===== config.mk =====
export PLATFORM = sky130hd
export DESIGN_NAME = mem_stage_ctrl
export DESIGN_NICKNAME = d
export VERILOG_FILES = /design/src/rtl/mem_stage_ctrl_pkg.sv /design/src/rtl/mem_timeout_cnt.sv /design/src/rtl/mem_stage_ctrl.sv
export SDC_FILE = /design/constraint.sdc
export NUM_CORES = 1
export LEC_CHECK = 0
export ABC_AREA = 1
export CAP_MARGIN = 30
export CORE_ASPECT_RATIO = 0.5
export CORE_UTILIZATION = 37
export CTS_BUF_LIST = sky130_fd_sc_hd__clkbuf_4
export DETAILED_ROUTE_END_ITERATION = 8
export GPL_ROUTABILITY_DRIVEN = 0
export PLACE_DENSITY = 0.78
export REMOVE_ABC_BUFFERS = 1
export SYNTH_ARGS = -nofsm -noshare
export SYNTH_HDL_FRONTEND = slang
export SYNTH_SLANG_ARGS = --single-unit
export TNS_END_PERCENT = 10

===== constraint.sdc =====
create_clock -name clk -period 1.3 [get_ports clk]
set_input_delay 0.26 -clock clk [delete_from_list [all_inputs] [get_ports clk]]
set_output_delay 0.26 -clock clk [all_outputs]
set_load 0.01 [all_outputs]

===== src/rtl/mem_stage_ctrl_pkg.sv =====
// Shared pipeline definitions for the memory-stage controller: state encoding,
// default sizing and the counter width helper.
package mem_stage_ctrl_pkg;

    localparam int TIMEOUT_CYCLES_DEF = 16;
    localparam int DATA_W_DEF         = 64;
    localparam int PC_W               = 8;

    typedef enum logic [1:0] {
        ST_IDLE   = 2'd0,
        ST_ACCESS = 2'd1,
        ST_DONE   = 2'd2,
        ST_ERR    = 2'd3
    } mem_state_e;

    // Counter width able to hold 0..n-1; never narrower than one bit.
    function automatic int cnt_width(input int n);
        return (n > 1) ? $clog2(n) : 1;
    endfunction

endpackage


===== src/rtl/mem_timeout_cnt.sv =====
// Access-cycle counter: synchronous clear has priority over enable, and tc flags
// the last permitted access cycle.
module mem_timeout_cnt
    import mem_stage_ctrl_pkg::*;
#(
    parameter int TIMEOUT_CYCLES = TIMEOUT_CYCLES_DEF
) (
    input  logic clk,
    input  logic rst_n,
    input  logic clr,
    input  logic en,
    output logic tc
);

    localparam int                CNT_W  = cnt_width(TIMEOUT_CYCLES);
    localparam logic [CNT_W-1:0]  TC_VAL = CNT_W'(TIMEOUT_CYCLES - 1);

    logic [CNT_W-1:0] count_q, count_d;

    always_comb begin
        count_d = count_q;
        if (clr) begin
            count_d = '0;
        end else if (en) begin
            count_d = count_q + CNT_W'(1);
        end
    end

    always_ff @(posedge clk or negedge rst_n) begin
        if (!rst_n) begin
            count_q <= '0;
        end else begin
            count_q <= count_d;
        end
    end

    assign tc = (count_q == TC_VAL);

endmodule


===== src/rtl/mem_stage_ctrl.sv =====
// MEM-stage controller: sequences one data-memory access per EX/MEM op, stalls the
// front of the pipeline while it waits, aborts on timeout and redirects taken branches.
module mem_stage_ctrl
    import mem_stage_ctrl_pkg::*;
#(
    parameter int TIMEOUT_CYCLES = TIMEOUT_CYCLES_DEF,
    parameter int DATA_W         = DATA_W_DEF
) (
    input  logic              clk,
    input  logic              rst_n,
    input  logic              exm_MemRead,
    input  logic              exm_MemWrite,
    input  logic              exm_branch,
    input  logic              exm_zero,
    input  logic [DATA_W-1:0] exm_alu_data,
    input  logic [DATA_W-1:0] exm_rd_data,
    input  logic [PC_W-1:0]   exm_branch_target,
    input  logic              dmem_ack,
    input  logic [DATA_W-1:0] dmem_rdata,
    output logic              dmem_req,
    output logic              dmem_we,
    output logic [DATA_W-1:0] dmem_addr,
    output logic [DATA_W-1:0] dmem_wdata,
    output logic              stall,
    output logic              mem_wb_bubble,
    output logic [DATA_W-1:0] load_data,
    output logic              load_valid,
    output logic              pc_src,
    output logic [PC_W-1:0]   pc_target,
    output logic              flush,
    output logic              timeout_err
);

    mem_state_e        state_q, state_d;
    logic              dmem_req_q, dmem_req_d;
    logic              we_q, we_d;
    logic [DATA_W-1:0] addr_q, addr_d;
    logic [DATA_W-1:0] wdata_q, wdata_d;
    logic [DATA_W-1:0] load_data_q, load_data_d;
    logic              load_valid_q, load_valid_d;
    logic              timeout_err_q, timeout_err_d;
    logic              mem_op, br_taken;
    logic              cnt_clr, cnt_en, cnt_tc;

    assign mem_op = exm_MemRead | exm_MemWrite;

    mem_timeout_cnt #(
        .TIMEOUT_CYCLES(TIMEOUT_CYCLES)
    ) u_timeout_cnt (
        .clk  (clk),
        .rst_n(rst_n),
        .clr  (cnt_clr),
        .en   (cnt_en),
        .tc   (cnt_tc)
    );

    always_comb begin
        // NOTE: every signal driven here gets a default first, so no path can infer a latch.
        state_d       = state_q;
        dmem_req_d    = 1'b0;
        we_d          = we_q;
        addr_d        = addr_q;
        wdata_d       = wdata_q;
        load_data_d   = load_data_q;
        load_valid_d  = 1'b0;
        timeout_err_d = timeout_err_q;
        cnt_clr       = 1'b1;
        cnt_en        = 1'b0;

        unique case (state_q)
            ST_IDLE: begin
                if (mem_op) begin
                    state_d    = ST_ACCESS;
                    dmem_req_d = 1'b1;
                    we_d       = exm_MemWrite;
                    addr_d     = exm_alu_data;
                    wdata_d    = exm_rd_data;
                end
            end
            ST_ACCESS: begin
                // Ack is tested before the terminal count so a last-cycle ack still completes.
                if (dmem_ack) begin
                    state_d = ST_DONE;
                    if (!we_q) begin
                        load_data_d  = dmem_rdata;
                        load_valid_d = 1'b1;
                    end
                end else if (cnt_tc) begin
                    state_d       = ST_ERR;
                    timeout_err_d = 1'b1;
                end else begin
                    dmem_req_d = 1'b1;
                    cnt_clr    = 1'b0;
                    cnt_en     = 1'b1;
                end
            end
            ST_DONE: state_d = ST_IDLE;
            ST_ERR:  state_d = ST_IDLE;
            default: state_d = ST_IDLE;
        endcase
    end

    // NOTE: sequential state uses non-blocking assignments so every flop samples pre-edge values.
    always_ff @(posedge clk or negedge rst_n) begin
        if (!rst_n) begin
            state_q       <= ST_IDLE;
            dmem_req_q    <= 1'b0;
            we_q          <= 1'b0;
            addr_q        <= '0;
            wdata_q       <= '0;
            load_data_q   <= '0;
            load_valid_q  <= 1'b0;
            timeout_err_q <= 1'b0;
        end else begin
            state_q       <= state_d;
            dmem_req_q    <= dmem_req_d;
            we_q          <= we_d;
            addr_q        <= addr_d;
            wdata_q       <= wdata_d;
            load_data_q   <= load_data_d;
            load_valid_q  <= load_valid_d;
            timeout_err_q <= timeout_err_d;
        end
    end

    assign dmem_req    = dmem_req_q;
    assign dmem_we     = we_q;
    assign dmem_addr   = addr_q;
    assign dmem_wdata  = wdata_q;
    assign load_data   = load_data_q;
    assign load_valid  = load_valid_q;
    assign timeout_err = timeout_err_q;

    // Decode outputs are gated by rst_n so they drop the moment reset asserts.
    assign stall         = rst_n & ((state_q == ST_ACCESS) | ((state_q == ST_IDLE) & mem_op));
    assign mem_wb_bubble = stall | (rst_n & (state_q == ST_ERR));
    assign br_taken      = rst_n & (state_q == ST_IDLE) & exm_branch & exm_zero & ~mem_op;
    assign pc_src        = br_taken;
    assign flush         = br_taken;
    assign pc_target     = br_taken ? exm_branch_target : '0;

endmodule


==> out/metrics.yaml <==
clockRootBuffer: "clkbuf_4"
clk_pin_slew_worst_paths_ns: 0.07
hold_class: "in2reg"
combPwrFrac_pct: 49.9
grt_pass1_vias: 7993
tightestPinTransition_ns: 0.807
ys_warn_count: 0
gr-total-overflow: 0
post_drt_wl_per_cell_um: 17.6
drt-pass1-iter-count: 7
yosysTopAreaCell: "dfrtp_1"
setup_slack_ns: -0.691
core.rowCount: 37
met3_usage_pct: 6.30
hold_slack_ns: 0.163
rsz0062_at_grt: "true"
slew_violations: 0
synth_top_area_share_pct: 62.5
busiest_layer: "met2"
hpwl_um: 18800
cp_slowest_stage_delay_ns: 0.41
synthCells: 901
met1_usage_pct: 27.7
final_layout_size_suffix_gt1_share_pct: 27.8
drt_wl_total_um: 29600
grt.total_usage_pct: 23.2
critPathBufInv: 2
seqCellArea_mm2: 0.00505
p_seq_share_pct: 34.5
synth_edf_count: 0
synth-async-reset-ratio_pct: 100
ir_worst_vdd_mv: 1.08
synth_flop_cell: "dfrtp_1"
fin_nets: 1568
area_growth_pct: 66.2
vias: 8193
htree_levels: 2
multi_input_area_mm2: 0.00284
max_freq_mhz: 502
start_kind: "register"
start_util_pct: 38.6
cellPowerDensity_mw_per_mm2: 2410
ys_types: 19
cts_tree: "done"
via_per_inst: 4.87
cpLargestDelayFamily: "flip-flops"
ys_ff_latch: 202
fp.dieH_um: 107
ant_nets: 0
arrival_ns: 1.73
clock-sinks: 202
antenna_found_initial: 0
endpoint_kind: "output port"
critPathRequiredTime_ns: 1.04
power.share.clock_pct: 15.6
synth.avg_cell_area_um2: 8.98
cap_violations: 0
worst-setup-path-type: "reg2out"
drcViolationCount: 0
ctsLongestPathBuffers: 3
chipWidth_um: 211
clk_latency_ns: 0.63
synthTopCellsByArea: "dfrtp_1, nand2_1, nand3_1"
yosysSeqAreaShare_pct: 62.5
syn_area_mm2: 0.00809
internal_power_uw: 19600
switchingPower_uw: 12800
path_cells: "nor2_4 -> buf_6 -> nand2_8 -> a21oi_2 -> buf_2"
fin_tns_setup_ns: -59.34
relSlewSlack_pct: 46.2
crit_fanout: 4
die-area_mm2: 0.0225
hold_viol: 0
cts_buffers: 47
use_met2_pct: 39.6
min_period_ns: 1.99
grt_max_degree: 95
switching_share_pct: 39.5
status: "complete, but fails checks"
antenna_cells: 0
grt_pass1_wl_um: 41500
fin_crit_sh_pct: 153
drtIter0Drc: 770
setup_viol: 404
worst_path_max_delay_cell: "dfrtp_1"
failed_checks: "negative setup slack"
final_common_cell: "nand2_1"
clock_skew_ns: 0.0248
power_uw: 32400
fill_cells: 1702
coreArea_mm2: 0.0210
ios: 415
leakage_uw: 0.00708
layout_common_cells: "nand2_1, clkdlybuf4s50_1, dfrtp_1"
port_buffers: 414
==> timing repair <==
item                       4_1_cts  5_1_grt
hold buffers                     1        0
pin swaps                        2       38
setup endpoints to repair      404      407
gates resized for setup        913       96
setup buffers                    9        9
hold endpoints to repair       202        0
cloned                           0       14
==> per-stage QoR <==
stage               instance area (µm²)  instances  utilization [%]  setup slack, ns
floorplan                          7720        837                -            -4.33
global placement                  12600       1570             60.1           -0.703
detailed placement                12600       1570             60.1           -0.764
CTS                               12700       1659             60.4           -0.713
global route                      13500       1682             64.1           -0.808
finish                            13500       1682             64.1           -0.691
==> power by group through the flow <==
stage	sequential, µW	combinational (µW)	clock [µW]
floorplan	11800	3400	0
global placement	10800	14600	0
detailed placement	10900	14900	0
CTS	10900	13500	5250
global route	11500	17400	5580
finish	11200	16200	5060
==> per-layer routing <==
metal / wire length (µm) / vias up
li1: - / 3814
met1: 11900 / 3946
met2: 14400 / 344
met3: 2280 / 89
met4: 1070 / 0
met5: 0 / -
==> worst paths after layout <==
path / endpoint / startpoint / cells past startpoint / slack [ns]
hold / removal: load_data[51]$_DFFE_PN0P_ / dmem_rdata[51] / 3 / 0.16
setup reg to reg: dmem_we$_DFFE_PN0P_ / state_q[0]$_DFFE_PN0P_ / 8 / -0.26
hold reg to reg: dmem_addr[52]$_DFFE_PN0P_ / dmem_addr[52]$_DFFE_PN0P_ / 2 / 0.47
setup / recovery: stall / state_q[0]$_DFFE_PN0P_ / 5 / -0.69
min in group asynchronous: load_data[58]$_DFFE_PN0P_ / rst_n / 3 / 0.35
max in group asynchronous: dmem_wdata[36]$_DFFE_PN0P_ / rst_n / 3 / 0.30
==> kinds of logic (layout without fill, tap and decap cells) <==
family	count (synthesis)	after routing	share of synthesized area [%]
adder cells (fa/ha/maj)	1	1	0.155
buffers and inverters	82	571	5.39
flip-flops	202	202	62.5
AO/OA/AOI/OAI	5	5	0.340
AND/OR/NAND/NOR	611	611	31.7
==> synth_stat cells (2+ instances only) <==
master    number
dfrtp_1      202
nand3_1      196
inv_1         17
nand2_2        2
nor2_2         2
buf_4         12
clkbuf_1       9
buf_2         37
nand2_1      394
buf_6          5
nor3_1         9
a21oi_1        3
nor2_1         7
==> layout make-up <==
| class | count | share of cell area [%] |
|---|---|---|
| Tap cell | 292 | 2.72 |
| Multi-Input combinational cell | 617 | 21.1 |
| Sequential cell | 202 | 37.6 |
| Timing Repair Buffer | 474 | 33.9 |
| Clock inverter | 13 | 0.567 |
| Inverter | 18 | 0.502 |
| Clock buffer | 66 | 3.68 |
==> state kept, by name (all words and copies together) (netlist names) <==
register / cells
load_valid: 1
load_data: 64
dmem_we: 1
dmem_wdata: 64
timeout_err: 1
dmem_addr: 64
dmem_req: 1
u_timeout_cnt.count_q: 4
state_q: 2
==> worst min-delay path: cells and delay by family <==
family / cells / cell delay [ns]
buffers and inverters: 1 / 0.39
AND/OR/NAND/NOR: 2 / 0.12
No activity file was read; power rests on OpenSTA's default activity.
